File: config.mk
export PLATFORM = sky130hd
export DESIGN_NAME = mem_ctrl_burst
export DESIGN_NICKNAME = d
export VERILOG_FILES = /design/src/rtl/mem_ctrl_burst.sv
export SDC_FILE = /design/constraint.sdc
export NUM_CORES = 1
export LEC_CHECK = 0
export ABC_AREA = 1
export BUFFER_PORTS_ARGS = -buffer_cell sky130_fd_sc_hd__clkbuf_2
export CAP_MARGIN = 40
export CORE_MARGIN = 10
export CORE_UTILIZATION = 40
export CTS_BUF_LIST = sky130_fd_sc_hd__clkbuf_4 sky130_fd_sc_hd__clkbuf_8 sky130_fd_sc_hd__clkbuf_16
export DETAILED_ROUTE_END_ITERATION = 16
export PLACE_DENSITY = 0.65
export RECOVER_POWER = 100
export SYNTH_ARGS = -nofsm -noshare
export SYNTH_HDL_FRONTEND = slang
export SYNTH_SLANG_ARGS = --single-unit
File: constraint.sdc
create_clock -name clk -period 6.9 [get_ports clk]
set_input_delay 1.38 -clock clk [delete_from_list [all_inputs] [get_ports clk]]
set_output_delay 1.38 -clock clk [all_outputs]
set_load 0.01 [all_outputs]
File: src/rtl/mem_ctrl_burst.sv
// Burst memory controller: arbitrates IF fetches and MEM loads/stores onto one
// byte-wide synchronous RAM port, serialising little-endian multi-byte transfers.
module mem_ctrl_burst #(
  parameter int ADDR_WIDTH = 32,
  parameter int DATA_BYTES = 4,
  parameter int LEN_WIDTH  = 3
) (
  input  logic                    clk,
  input  logic                    rst,
  input  logic                    if_req,
  input  logic [ADDR_WIDTH-1:0]   if_addr,
  input  logic                    if_flush,
  output logic [8*DATA_BYTES-1:0] if_data,
  output logic                    if_done,
  input  logic [1:0]              mem_req,
  input  logic [ADDR_WIDTH-1:0]   mem_addr,
  input  logic [LEN_WIDTH-1:0]    mem_len,
  input  logic [8*DATA_BYTES-1:0] mem_wdata,
  output logic [8*DATA_BYTES-1:0] mem_rdata,
  output logic                    mem_done,
  output logic                    busy,
  input  logic [7:0]              ram_data_i,
  output logic [7:0]              ram_data_o,
  output logic [ADDR_WIDTH-1:0]   ram_addr_o,
  output logic                    ram_rw
);

  localparam int CNT_W = LEN_WIDTH + 1;
  localparam int DW    = 8 * DATA_BYTES;
  localparam logic [LEN_WIDTH-1:0] LEN_MAX = LEN_WIDTH'(DATA_BYTES);

  typedef enum logic [1:0] {
    S_IDLE  = 2'd0,
    S_READ  = 2'd1,
    S_WRITE = 2'd2
  } state_e;

  state_e                state_q, state_d;
  logic [ADDR_WIDTH-1:0] base_q, base_d;
  logic [LEN_WIDTH-1:0]  len_q, len_d;
  logic [CNT_W-1:0]      cnt_q, cnt_d;
  logic [DW-1:0]         wdata_q, wdata_d;
  logic                  src_if_q, src_if_d;
  logic [DW-1:0]         if_data_q, if_data_d;
  logic [DW-1:0]         mem_rdata_q, mem_rdata_d;
  logic                  if_done_q, if_done_d;
  logic                  mem_done_q, mem_done_d;
  logic                  busy_q, busy_d;
  logic [7:0]            ram_data_q, ram_data_d;
  logic [ADDR_WIDTH-1:0] ram_addr_q, ram_addr_d;
  logic                  ram_rw_q, ram_rw_d;

  logic                  mem_ld_s;
  logic                  mem_st_s;
  logic                  if_go_s;
  logic                  can_accept_s;
  logic [CNT_W-1:0]      len_ext_s;
  logic [DW-1:0]         rd_cur_s;
  logic [DW-1:0]         rd_new_s;

  function automatic logic [LEN_WIDTH-1:0] clamp_len(input logic [LEN_WIDTH-1:0] l);
    logic [LEN_WIDTH-1:0] r;
    if (l == '0) begin
      r = LEN_WIDTH'(1);
    end else if (l > LEN_MAX) begin
      r = LEN_MAX;
    end else begin
      r = l;
    end
    return r;
  endfunction

  function automatic logic [DW-1:0] put_byte(input logic [DW-1:0] w,
                                             input logic [CNT_W-1:0] idx,
                                             input logic [7:0] b);
    logic [DW-1:0] r;
    for (int i = 0; i < DATA_BYTES; i++) begin
      r[8*i +: 8] = (idx == CNT_W'(i)) ? b : w[8*i +: 8];
    end
    return r;
  endfunction

  function automatic logic [7:0] get_byte(input logic [DW-1:0] w,
                                          input logic [CNT_W-1:0] idx);
    logic [7:0] r;
    r = 8'h00;
    for (int i = 0; i < DATA_BYTES; i++) begin
      r = (idx == CNT_W'(i)) ? w[8*i +: 8] : r;
    end
    return r;
  endfunction

  assign mem_ld_s     = (mem_req == 2'b01);
  assign mem_st_s     = (mem_req == 2'b10);
  assign if_go_s      = if_req && !if_flush;
  // A done pulse in flight means the requester has not yet dropped its level request.
  assign can_accept_s = !if_done_q && !mem_done_q;
  assign len_ext_s    = {1'b0, len_q};
  assign rd_cur_s     = src_if_q ? if_data_q : mem_rdata_q;
  // cnt_q counts edges since accept; the byte landing now was addressed two edges ago.
  assign rd_new_s     = put_byte(rd_cur_s, cnt_q - CNT_W'(2), ram_data_i);

  always_comb begin
    state_d     = state_q;
    base_d      = base_q;
    len_d       = len_q;
    cnt_d       = cnt_q;
    wdata_d     = wdata_q;
    src_if_d    = src_if_q;
    if_data_d   = if_data_q;
    mem_rdata_d = mem_rdata_q;
    if_done_d   = 1'b0;
    mem_done_d  = 1'b0;
    ram_addr_d  = '0;
    ram_data_d  = 8'h00;
    ram_rw_d    = 1'b0;

    case (state_q)
      S_IDLE: begin
        if (can_accept_s && (mem_ld_s || mem_st_s)) begin
          state_d     = mem_st_s ? S_WRITE : S_READ;
          base_d      = mem_addr;
          len_d       = clamp_len(mem_len);
          wdata_d     = mem_wdata;
          src_if_d    = 1'b0;
          cnt_d       = CNT_W'(1);
          mem_rdata_d = mem_ld_s ? '0 : mem_rdata_q;
          ram_addr_d  = mem_addr;
          ram_rw_d    = mem_st_s;
          ram_data_d  = mem_st_s ? mem_wdata[7:0] : 8'h00;
        end else if (can_accept_s && if_go_s) begin
          state_d    = S_READ;
          base_d     = if_addr;
          len_d      = LEN_MAX;
          wdata_d    = '0;
          src_if_d   = 1'b1;
          cnt_d      = CNT_W'(1);
          if_data_d  = '0;
          ram_addr_d = if_addr;
        end else begin
          state_d = S_IDLE;
        end
      end

      S_READ: begin
        cnt_d      = cnt_q + CNT_W'(1);
        ram_addr_d = (cnt_q < len_ext_s) ? (base_q + ADDR_WIDTH'(cnt_q)) : '0;
        if (cnt_q >= CNT_W'(2)) begin
          if_data_d   = src_if_q ? rd_new_s : if_data_q;
          mem_rdata_d = src_if_q ? mem_rdata_q : rd_new_s;
        end else begin
          if_data_d   = if_data_q;
          mem_rdata_d = mem_rdata_q;
        end
        if (src_if_q && if_flush) begin
          state_d    = S_IDLE;
          cnt_d      = '0;
          ram_addr_d = '0;
        end else if (cnt_q == (len_ext_s + CNT_W'(1))) begin
          state_d    = S_IDLE;
          cnt_d      = '0;
          if_done_d  = src_if_q;
          mem_done_d = !src_if_q;
        end else begin
          state_d = S_READ;
        end
      end

      S_WRITE: begin
        cnt_d = cnt_q + CNT_W'(1);
        if (cnt_q < len_ext_s) begin
          state_d    = S_WRITE;
          ram_addr_d = base_q + ADDR_WIDTH'(cnt_q);
          ram_data_d = get_byte(wdata_q, cnt_q);
          ram_rw_d   = 1'b1;
        end else begin
          state_d    = S_IDLE;
          cnt_d      = '0;
          mem_done_d = 1'b1;
        end
      end

      default: begin
        state_d = S_IDLE;
        cnt_d   = '0;
      end
    endcase

    busy_d = (state_d != S_IDLE);
  end

  always_ff @(posedge clk or posedge rst) begin
    if (rst) begin
      state_q     <= S_IDLE;
      base_q      <= '0;
      len_q       <= '0;
      cnt_q       <= '0;
      wdata_q     <= '0;
      src_if_q    <= 1'b0;
      if_data_q   <= '0;
      mem_rdata_q <= '0;
      if_done_q   <= 1'b0;
      mem_done_q  <= 1'b0;
      busy_q      <= 1'b0;
      ram_data_q  <= 8'h00;
      ram_addr_q  <= '0;
      ram_rw_q    <= 1'b0;
    end else begin
      state_q     <= state_d;
      base_q      <= base_d;
      len_q       <= len_d;
      cnt_q       <= cnt_d;
      wdata_q     <= wdata_d;
      src_if_q    <= src_if_d;
      if_data_q   <= if_data_d;
      mem_rdata_q <= mem_rdata_d;
      if_done_q   <= if_done_d;
      mem_done_q  <= mem_done_d;
      busy_q      <= busy_d;
      ram_data_q  <= ram_data_d;
      ram_addr_q  <= ram_addr_d;
      ram_rw_q    <= ram_rw_d;
    end
  end

  assign if_data    = if_data_q;
  assign if_done    = if_done_q;
  assign mem_rdata  = mem_rdata_q;
  assign mem_done   = mem_done_q;
  assign busy       = busy_q;
  assign ram_data_o = ram_data_q;
  assign ram_addr_o = ram_addr_q;
  assign ram_rw     = ram_rw_q;

endmodule

==> results of run 1 <==
==> layer usage <==
metal  track usage  vias to the layer above  share of wire
li1              -                     4385              -
met3        0.0586                       43          0.083
met4        0.0581                        6          0.018
met5             0                        -         0.0011
met2         0.306                      340           0.47
met1         0.244                     4240           0.43
==> how the worst min path moves through the flow <==
stage / to / slack, ns / depth (start not counted) / start
6_report: base_q[0]$_DFFE_PP0P_ / 0.49 / 2 / base_q[0]$_DFFE_PP0P_
5_1_grt: wdata_q[24]$_DFFE_PP0P_ / 0.51 / 1 / wdata_q[24]$_DFFE_PP0P_
4_1_cts: base_q[0]$_DFFE_PP0P_ / 0.49 / 2 / base_q[0]$_DFFE_PP0P_
3_5_place_dp: base_q[0]$_DFFE_PP0P_ / 0.48 / 2 / base_q[0]$_DFFE_PP0P_
3_3_place_gp: base_q[2]$_DFFE_PP0P_ / 0.48 / 2 / base_q[2]$_DFFE_PP0P_
2_1_floorplan: base_q[2]$_DFFE_PP0P_ / 0.46 / 2 / base_q[2]$_DFFE_PP0P_
==> per-stage QoR <==
| stage | utilization | power [mW] | std cells | area, µm² | hold WS [ns] |
|---|---|---|---|---|---|
| after CTS | 0.493 | 5.21 | 1740 | 11500 | 0.492 |
| after floorplan | - | 3.30 | 1214 | 9450 | 0.455 |
| after global placement | 0.461 | 4.05 | 1704 | 10800 | 0.478 |
| final | 0.485 | 5.08 | 1740 | 11300 | 0.491 |
| after detailed placement | 0.467 | 4.15 | 1710 | 10900 | 0.476 |
| after global routing | 0.485 | 5.51 | 1740 | 11300 | 0.513 |
==> Yosys cell counts, types with 4 or more instances <==
library cell	n
nand2_1	289
inv_1	155
ha_1	20
nand3_1	58
a22o_1	9
o22ai_1	10
dfrtp_1	182
o21ai_1	11
o31ai_1	8
nor3_1	8
clkbuf_1	41
xor2_1	4
a21oi_1	51
nand4_1	14
a31oi_1	63
o21ai_0	164
nor2_1	85
buf_2	10
==> registers in the layout, indices dropped and copies added (netlist names), 2 cells and up <==
signal,flops
cnt_q,4
len_q,3
mem_rdata,32
if_data,32
base_q,32
state_q,2
wdata_q,32
ram_addr_o,32
ram_data_o,8
==> report_power, final <==
group          internal (mW)  leakage, nW  total [mW]  switching, mW
Clock                  0.620        0.299        1.04          0.425
Combinational          0.676         2.39        2.19           1.52
Sequential              1.51         2.40        1.84          0.326
==> cells by family (layout without fill, tap and decap cells) <==
| family | after synthesis | count (layout) | share of synthesized area |
|---|---|---|---|
| compound gates | 323 | 323 | 0.189 |
| xor+xnor | 5 | 5 | 0.00464 |
| simple gates | 467 | 467 | 0.205 |
| flops | 182 | 182 | 0.482 |
| buf+inv | 216 | 423 | 0.0905 |
| fa+ha+maj | 21 | 21 | 0.0286 |
==> layout make-up <==
| class | count | share of cell area |
|---|---|---|
| well taps | 319 | 0.0353 |
| multi-input cells | 816 | 0.355 |
| clock buffers | 19 | 0.0395 |
| repair buffers | 234 | 0.0989 |
| flip-flops and latches | 182 | 0.403 |
| inverters | 159 | 0.0529 |
| clock inverters | 11 | 0.0155 |
==> critical path: stages <==
cell	delay, ns
clkbuf_1	0.09
inv_1	0.05
ha_1	0.26
inv_1	0.04
nand2_1	0.79
nor2_1	0.19
buf_12	0.24
nor2_1	0.95
clkinv_1	0.67
buf_4	0.45
nand2_1	0.13
a31oi_1	0.09
==> results.py, run 1 <==
metrics = {
    "final_layout": {
        "final_cell_mix": "290 x nand2_1, 182 x dfrtp_1, 173 x o21ai_0, 154 x inv_1, 112 x clkbuf_1",
        "nNetsFinal": 1544,
        "seqCellArea_um2": 4550,
        "drive_gt1_frac": 0.113,
        "n_antenna_cell": 0,
        "multi_input_area_um2": 4020,
        "final_common_cell": "nand2_1",
        "nFillCells": 2349,
        "syn2layout_area_growth_pct": 19.8,
    },
    "sta": {
        "fin_crit_ns": 5.09,
        "rsz0062_at_grt": "no",
        "period_share": 0.738,
        "finalHoldViolCount": 0,
        "fmax_mhz": 196,
        "fin_ws_ns": 1.81,
        "tns_ns": 0,
        "setup_violations": 0,
        "finalClockSkew_ns": 0.0117,
        "worst_pin_slew_ns": 2.42,
        "report.final.slew_viol_count": 65,
        "slew_headroom": -0.615,
    },
    "floorplanning": {
        "ios": 221,
        "die_width_um": 174,
        "start_util": 0.405,
        "fp.coreArea_um2": 23300,
        "die_h_um": 174,
        "num_rows": 56,
        "dieArea_um2": 30200,
    },
    "grt": {
        "grt_first_pass_wirelength_mm": 47.2,
        "grt_pass1_vias": 8900,
        "overflow": 0,
        "grt_max_degree": 90,
        "antenna_found_initial": 3,
        "grt_util_all_layers": 0.191,
    },
    "logic_synthesis": {
        "seq_area_frac_synth": 0.482,
        "ys_seq_elements": 182,
        "synthArstFlopShare": 1.00,
        "ys_warn_count": 0,
        "synth-edff-count": 0,
        "mappedNetlistNets": 1348,
        "ys_types": 40,
        "ys.flop_type": "dfrtp_1",
        "syn-cell-area_um2": 9450,
        "syn-instance-count": 1214,
        "synth_area_leaders": "dfrtp_1 48%, nand2_1 11%, o21ai_0 8.7%",
        "yosysTopAreaCell": "dfrtp_1",
        "avgSynthCellArea_um2": 7.78,
        "synth_top_area_frac": 0.482,
    },
    "drt": {
        "drtPass1Iterations": 6,
        "dr_total_vias": 9014,
        "drt-initial-drc-count": 647,
        "viasPerCell": 5.18,
        "remaining_drc_errors": 0,
        "drt_wl_total_mm": 29.6,
        "routedWlPerCell_um": 17.0,
        "ant_nets": 0,
    },
    "clock_tree": {
        "cts.sinks": 182,
        "cts_buffers": 17,
        "hold_buffers": 0,
        "path_clk_slew_ns": 0.06,
        "ctsResizeCount": 0,
        "clk_path_buf_depth": 2,
        "post_cts_buffers": 0,
        "clock-root-buffer": "clkbuf_16",
        "htreeDepth": 4,
        "cts_tree": "built",
        "insertion_delay_ns": 0.43,
    },
    "setup_path": {
        "endpoint_kind": "flip-flop",
        "rr_startpoint": "mem_done$_DFF_PP0_",
        "crit_end": "busy$_DFF_PP0_",
        "critical_path_class": "input port to flip-flop",
        "crit_start": "mem_req[0]",
        "cp.arrival_ns": 5.38,
        "reg2reg_slack_ns": 2.59,
        "cp-start-kind": "input port",
        "r2r-end": "mem_rdata[30]$_DFFE_PP0P_",
        "path_max_fanout": 43,
        "crit_required_ns": 7.19,
        "rr_worst_depth": 7,
    },
    "placed_design": {
        "post-place-ws_ns": 2.39,
        "dp_hpwl_mm": 21.5,
        "place_congestion": 0.899,
        "numPortBuffers": 220,
    },
    "run_status": {
        "violations": "max-capacitance violations, max-slew violations",
        "status": "finished with violations",
    },
    "run": {
        "drv_cap": 1,
    },
    "power": {
        "peakVddDrop_mv": 0.194,
        "p_leak_nw": 5.09,
        "p_per_area_nw_per_um2": 449,
    },
    "worst_hold_path": {
        "min_path_type": "flip-flop to flip-flop",
    },
}
(Power assumes the default switching activity.)
==> run 2, diff against run 1 <==
Clock period 6.9 ns to 5 ns, I/O delays scaled along.
==> run 2 against run 1 <==
Net effect:
- the flow still finishes with violations (max-capacitance violations, max-slew violations)
- die area stayed put
- clock skew hardly changed
- register-to-register slack worse by 1.4 ns
- routed wire length is 2.0% lower
- hold slack better by 0.0061 ns
- critical path depth is 5 lower
- first-iteration DRC count is 6.6% higher
- non-clock buffer count is 2 higher
- via count is 2.0% lower
- combinational power is 37% higher
- flip-flop and latch count stayed put
- critical path type is now flip-flop to flip-flop
- critical endpoint is now ram_addr_o[31]$_DFF_PP0_
- highest routed layer unchanged
==> results.py, run 2 (same netlist as run 1, synthesis figures left out) <==
metrics = {
    "sta": {
        "period_share": 0.771,
        "slew_headroom": -0.666,
        "setup_violations": 0,
        "worst_pin_slew_ns": 2.50,
        "finalClockSkew_ns": 0.0122,
        "fmax_mhz": 259,
        "fin_crit_ns": 3.86,
        "report.final.slew_viol_count": 221,
        "holdWs_ns": 0.497,
        "finalHoldViolCount": 0,
        "rsz0062_at_grt": "no",
        "tns_ns": 0,
    },
    "grt": {
        "grt_first_pass_wirelength_mm": 46.2,
        "antenna_found_initial": 4,
        "grt_max_degree": 183,
        "grt_pass1_vias": 8732,
        "overflow": 0,
        "grt_util_all_layers": 0.186,
    },
    "final_layout": {
        "nNetsFinal": 1546,
        "syn2layout_area_growth_pct": 19.1,
        "stdcell_count": 1745,
        "final_common_cell": "nand2_1",
        "drive_gt1_frac": 0.116,
        "final_core_util": 0.482,
        "final_area_um2": 11300,
        "final_cell_mix": "289 x nand2_1, 182 x dfrtp_1, 174 x o21ai_0, 155 x inv_1",
        "nFillCells": 2344,
    },
    "drt": {
        "ant_nets": 0,
        "routedWlPerCell_um": 16.6,
        "viasPerCell": 5.06,
        "remaining_drc_errors": 0,
        "drtPass1Iterations": 5,
        "dr_total_vias": 8832,
        "drt_wl_total_mm": 29.0,
        "drt-initial-drc-count": 690,
    },
    "placed_design": {
        "dp_hpwl_mm": 20.9,
        "placed_area_um2": 10900,
        "numPortBuffers": 220,
        "place_congestion": 0.894,
        "dp.cells": 1712,
    },
    "clock_tree": {
        "path_clk_slew_ns": 0.07,
        "insertion_delay_ns": 0.43,
        "clk_path_buf_depth": 2,
        "cts_buffers": 17,
        "htreeDepth": 4,
        "cts.sinks": 182,
        "ctsResizeCount": 0,
        "post_cts_buffers": 0,
        "hold_buffers": 0,
        "cts_tree": "built",
        "clock-root-buffer": "clkbuf_16",
    },
    "floorplanning": {
        "fp.coreArea_um2": 23300,
        "num_rows": 56,
        "die_h_um": 174,
        "dieArea_um2": 30200,
        "ios": 221,
        "start_util": 0.405,
        "die_width_um": 174,
    },
    "worst_hold_path": {
        "min_path_type": "flip-flop to flip-flop",
        "worstHoldEndpoint": "base_q[0]$_DFFE_PP0P_",
        "min_path_cells": 2,
        "hp-start": "base_q[0]$_DFFE_PP0P_",
    },
    "run_status": {
        "violations": "max-capacitance violations, max-slew violations",
        "status": "finished with violations",
    },
    "setup_path": {
        "critical_path_class": "flip-flop to flip-flop",
        "cpMaxStageDelayCell": "clkbuf_1",
        "cp-start-kind": "flip-flop",
        "cpLargestDelayFamily": "buffers and inverters",
        "rr_startpoint": "src_if_q$_DFFE_PP0P_",
        "path_max_fanout": 37,
        "rr_worst_depth": 7,
        "cp.arrival_ns": 4.14,
        "reg2reg_slack_ns": 1.14,
        "endpoint_kind": "flip-flop",
        "critical_path_buf_inv_count": 3,
        "crit_required_ns": 5.29,
        "max_stage_delay_ns": 1.40,
        "crit_chain": "clkbuf_1, a21oi_1, o211ai_1, clkbuf_1, inv_1, nand3_1, a21oi_1",
        "r2r-end": "ram_addr_o[31]$_DFF_PP0_",
    },
    "power": {
        "p_per_area_nw_per_um2": 610,
        "peakVddDrop_mv": 0.336,
        "p_leak_nw": 5.06,
    },
    "run": {
        "drv_cap": 2,
    },
}
## run 2: cell count changes in the layout (fill, tap and decap cells not counted), sizes merged
cell,change
inv,+4
bufinv,-3
clkbuf,+3
buf,-2
clkinv,+1
clkinvlp,+1
diode,+1
## run 2: power by group
part	internal [mW]	switching, mW	total, mW
registers	2.09	0.448	2.54
logic	0.918	2.07	2.99
clock network	0.715	0.621	1.34
total	3.72	3.14	6.86
## run 2: layout make-up
class                   count  area [µm²]  share of cell area
multi-input cells         816        4040               0.359
clock inverters            14         141              0.0126
repair buffers            236        1080              0.0958
inverters                 159         601              0.0534
flip-flops and latches    182        4550               0.405
diodes                      1        2.50            0.000222
well taps                 319         399              0.0355
clock buffers              18         439              0.0390
## run 2: how the worst max path moves through the flow
stage                                    start                   endpoint  slack (ns)  depth (start not counted)
after floorplan                            rst      base_q[0]$_DFFE_PP0P_        1.66                          1
after global placement              mem_req[0]     wdata_q[2]$_DFFE_PP0P_        1.48                         10
after detailed placement            mem_req[0]   mem_rdata[9]$_DFFE_PP0P_        1.45                         12
after CTS                           mem_req[0]  mem_rdata[10]$_DFFE_PP0P_        1.92                         12
after global routing      src_if_q$_DFFE_PP0P_   ram_addr_o[25]$_DFF_PP0_        0.88                          7
final                     src_if_q$_DFFE_PP0P_   ram_addr_o[31]$_DFF_PP0_        1.14                          7
## run 2: per-layer routing
| layer | GRT usage | vias up | wire length [µm] |
|---|---|---|---|
| li1 | - | 4395 | - |
| met1 | 0.240 | 4114 | 12900 |
| met2 | 0.302 | 279 | 13700 |
| met3 | 0.0501 | 38 | 1880 |
| met4 | 0.0517 | 6 | 422 |
| met5 | 0 | - | 34 |
## run 2: through the flow
| stage | power (mW) | setup slack, ns |
|---|---|---|
| 2_1_floorplan | 4.56 | 1.66 |
| 3_3_place_gp | 5.60 | 1.48 |
| 3_5_place_dp | 5.70 | 1.45 |
| 4_1_cts | 7.07 | 1.92 |
| 5_1_grt | 7.45 | 0.880 |
| 6_report | 6.86 | 1.14 |
## run 2: worst reg2reg max path, cell delays in order, from the launching register on
cell and delay, ns:
dfrtp_1 0.32, clkbuf_1 1.40, a21oi_1 0.28, o211ai_1 0.53
clkbuf_1 0.36, inv_1 0.47, nand3_1 0.24, a21oi_1 0.12
==> run 3, diff against run 2 <==
Clock period 5 ns to 3.9 ns, I/O delays scaled along.
==> run 3 against run 2 <==
Net effect:
- the flow still finishes with violations (max-capacitance violations, max-slew violations)
- global-route usage is 0.79 points higher
- non-clock buffer count is 1 higher
- design area is 0.27% higher
- register-to-register slack worse by 0.37 ns
- first-iteration DRC count is 13% higher
- clock power is 34% higher
- sequential share of layout area is 0.11 points lower
- die area stayed put
- routed wire length is 3.1% higher
- power is 31% higher
- critical path depth stayed put
- sequential power is 29% higher
- largest power group unchanged
==> results.py, run 3 (same netlist as run 1, synthesis figures left out) <==
metrics = {
    "drt": {
        "viasPerCell": 5.17,
        "wl_met1_mm": 13.1,
        "routedWlPerCell_um": 17.1,
        "drt-initial-drc-count": 783,
        "remaining_drc_errors": 0,
        "dr.max_layer_used": "met5",
        "dr_total_vias": 9026,
        "drt_wl_total_mm": 29.9,
        "drtPass1Iterations": 5,
        "dr_wl_met3_mm": 2.32,
        "wl_met2_mm": 13.7,
        "ant_nets": 0,
    },
    "run": {
        "drv_cap": 2,
    },
    "final_layout": {
        "final_area_um2": 11300,
        "final_common_cell": "nand2_1",
        "final_cell_mix": "290 x nand2_1, 182 x dfrtp_1, 175 x o21ai_0, 155 x inv_1, 113 x clkbuf_1",
        "drive_gt1_frac": 0.115,
        "syn2layout_area_growth_pct": 19.4,
        "nNetsFinal": 1547,
        "nFillCells": 2390,
    },
    "power": {
        "p_leak_nw": 5.07,
        "p_per_area_nw_per_um2": 794,
        "peakVddDrop_mv": 0.483,
    },
    "setup_path": {
        "critical_path_class": "flip-flop to flip-flop",
        "path_max_fanout": 36,
        "reg2reg_slack_ns": 0.77,
        "max_stage_delay_ns": 1.29,
        "crit_required_ns": 4.21,
        "rr_startpoint": "src_if_q$_DFFE_PP0P_",
        "cp.arrival_ns": 3.44,
        "cp-start-kind": "flip-flop",
        "endpoint_kind": "flip-flop",
        "r2r-end": "if_data[30]$_DFFE_PP0P_",
        "cpMaxStageDelayCell": "clkbuf_1",
        "rr_worst_depth": 7,
        "crit_chain": "clkbuf_1, clkinv_1, clkbuf_2, nand2_1, a31oi_1, nand2_1, o21ai_0",
        "cpMostUsedCell": "nand2_1",
    },
    "run_status": {
        "violations": "max-capacitance violations, max-slew violations",
        "status": "finished with violations",
    },
    "worst_hold_path": {
        "hp-start": "base_q[0]$_DFFE_PP0P_",
        "min_path_cells": 2,
        "worstHoldEndpoint": "base_q[0]$_DFFE_PP0P_",
        "min_path_type": "flip-flop to flip-flop",
    },
    "sta": {
        "slew_headroom": -0.697,
        "holdWs_ns": 0.491,
        "report.final.slew_viol_count": 220,
        "finalHoldViolCount": 0,
        "period_share": 0.803,
        "rsz0062_at_grt": "no",
        "worst_pin_slew_ns": 2.54,
        "finalClockSkew_ns": 0.0106,
        "tns_ns": 0,
        "fmax_mhz": 320,
        "setup_violations": 0,
        "fin_crit_ns": 3.13,
    },
    "clock_tree": {
        "ctsResizeCount": 0,
        "cts_buffers": 17,
        "post_cts_buffers": 0,
        "hold_buffers": 0,
        "path_clk_slew_ns": 0.07,
        "insertion_delay_ns": 0.44,
        "cts.sinks": 182,
        "cts_tree": "built",
        "clk_path_buf_depth": 2,
        "clock-root-buffer": "clkbuf_16",
        "htreeDepth": 4,
    },
    "grt": {
        "antenna_found_initial": 4,
        "grt_first_pass_wirelength_mm": 48.1,
        "overflow": 0,
        "grt_util_all_layers": 0.194,
        "grt_max_degree": 183,
        "grt_pass1_vias": 9081,
    },
    "floorplanning": {
        "fp.coreArea_um2": 23300,
        "num_rows": 56,
        "die_h_um": 174,
        "ios": 221,
        "die_width_um": 174,
        "start_util": 0.405,
        "dieArea_um2": 30200,
    },
    "placed_design": {
        "numPortBuffers": 220,
        "place_congestion": 0.869,
        "placed_area_um2": 10900,
        "dp_hpwl_mm": 21.3,
    },
}
## run 3: changes by cell type in the layout (fill, tap and decap cells not counted), sizes merged
cell / previous run / this run
buf: 9 / 12
clkbuf: 245 / 243
bufinv: 1 / 2
clkinv: 7 / 6
clkinvlp: 4 / 5
diode: 1 / 2
inv: 161 / 160
## run 3: worst max-delay path by stage
| stage | from | to |
|---|---|---|
| after CTS | cnt_q[1]$_DFFE_PP0P_ | ram_addr_o[5]$_DFF_PP0_ |
| after global placement | if_flush | ram_addr_o[25]$_DFF_PP0_ |
| after floorplan | rst | base_q[0]$_DFFE_PP0P_ |
| after detailed placement | mem_req[0] | mem_rdata[4]$_DFFE_PP0P_ |
| final | src_if_q$_DFFE_PP0P_ | if_data[30]$_DFFE_PP0P_ |
| after global routing | src_if_q$_DFFE_PP0P_ | mem_rdata[28]$_DFFE_PP0P_ |
## run 3: worst max-delay path, delay by kind of cell, from the launching register on
| kind | cells | cell delay, ns |
|---|---|---|
| buffers and inverters | 3 | 2.14 |
| flip-flops | 1 | 0.35 |
| AND/OR/NAND/NOR | 2 | 0.32 |
| AO/OA/AOI/OAI | 2 | 0.20 |
## run 3: where the power goes
| group | internal [mW] | switching, mW | total [mW] |
|---|---|---|---|
| Combinational | 1.21 | 2.69 | 3.91 |
| Sequential | 2.68 | 0.593 | 3.27 |
| Clock | 0.972 | 0.816 | 1.79 |
| Total | 4.86 | 4.10 | 8.96 |
## run 3: cell type report
class	count	area [µm²]	share of cell area
Multi-Input combinational cell	816	4030	0.357
Tap cell	319	399	0.0354
Antenna cell	2	5.00	0.000444
Sequential cell	182	4550	0.404
Inverter	159	601	0.0532
Clock buffer	18	433	0.0384
Clock inverter	14	168	0.0149
Timing Repair Buffer	237	1090	0.0966
## run 3: layer usage
layer  track usage  vias to the layer above
met2         0.305                      318
li1              -                     4396
met1         0.250                     4254
met5             0                        -
met4        0.0691                        4
met3        0.0573                       54
## run 3: through the flow
stage	std cells	power, mW	setup WS [ns]	util
2_1_floorplan	1214	5.85	0.783	-
5_1_grt	1747	9.70	0.452	0.483
3_3_place_gp	1712	7.27	0.768	0.465
4_1_cts	1745	9.17	1.08	0.491
6_report	1747	8.96	0.770	0.483
3_5_place_dp	1713	7.37	0.961	0.465
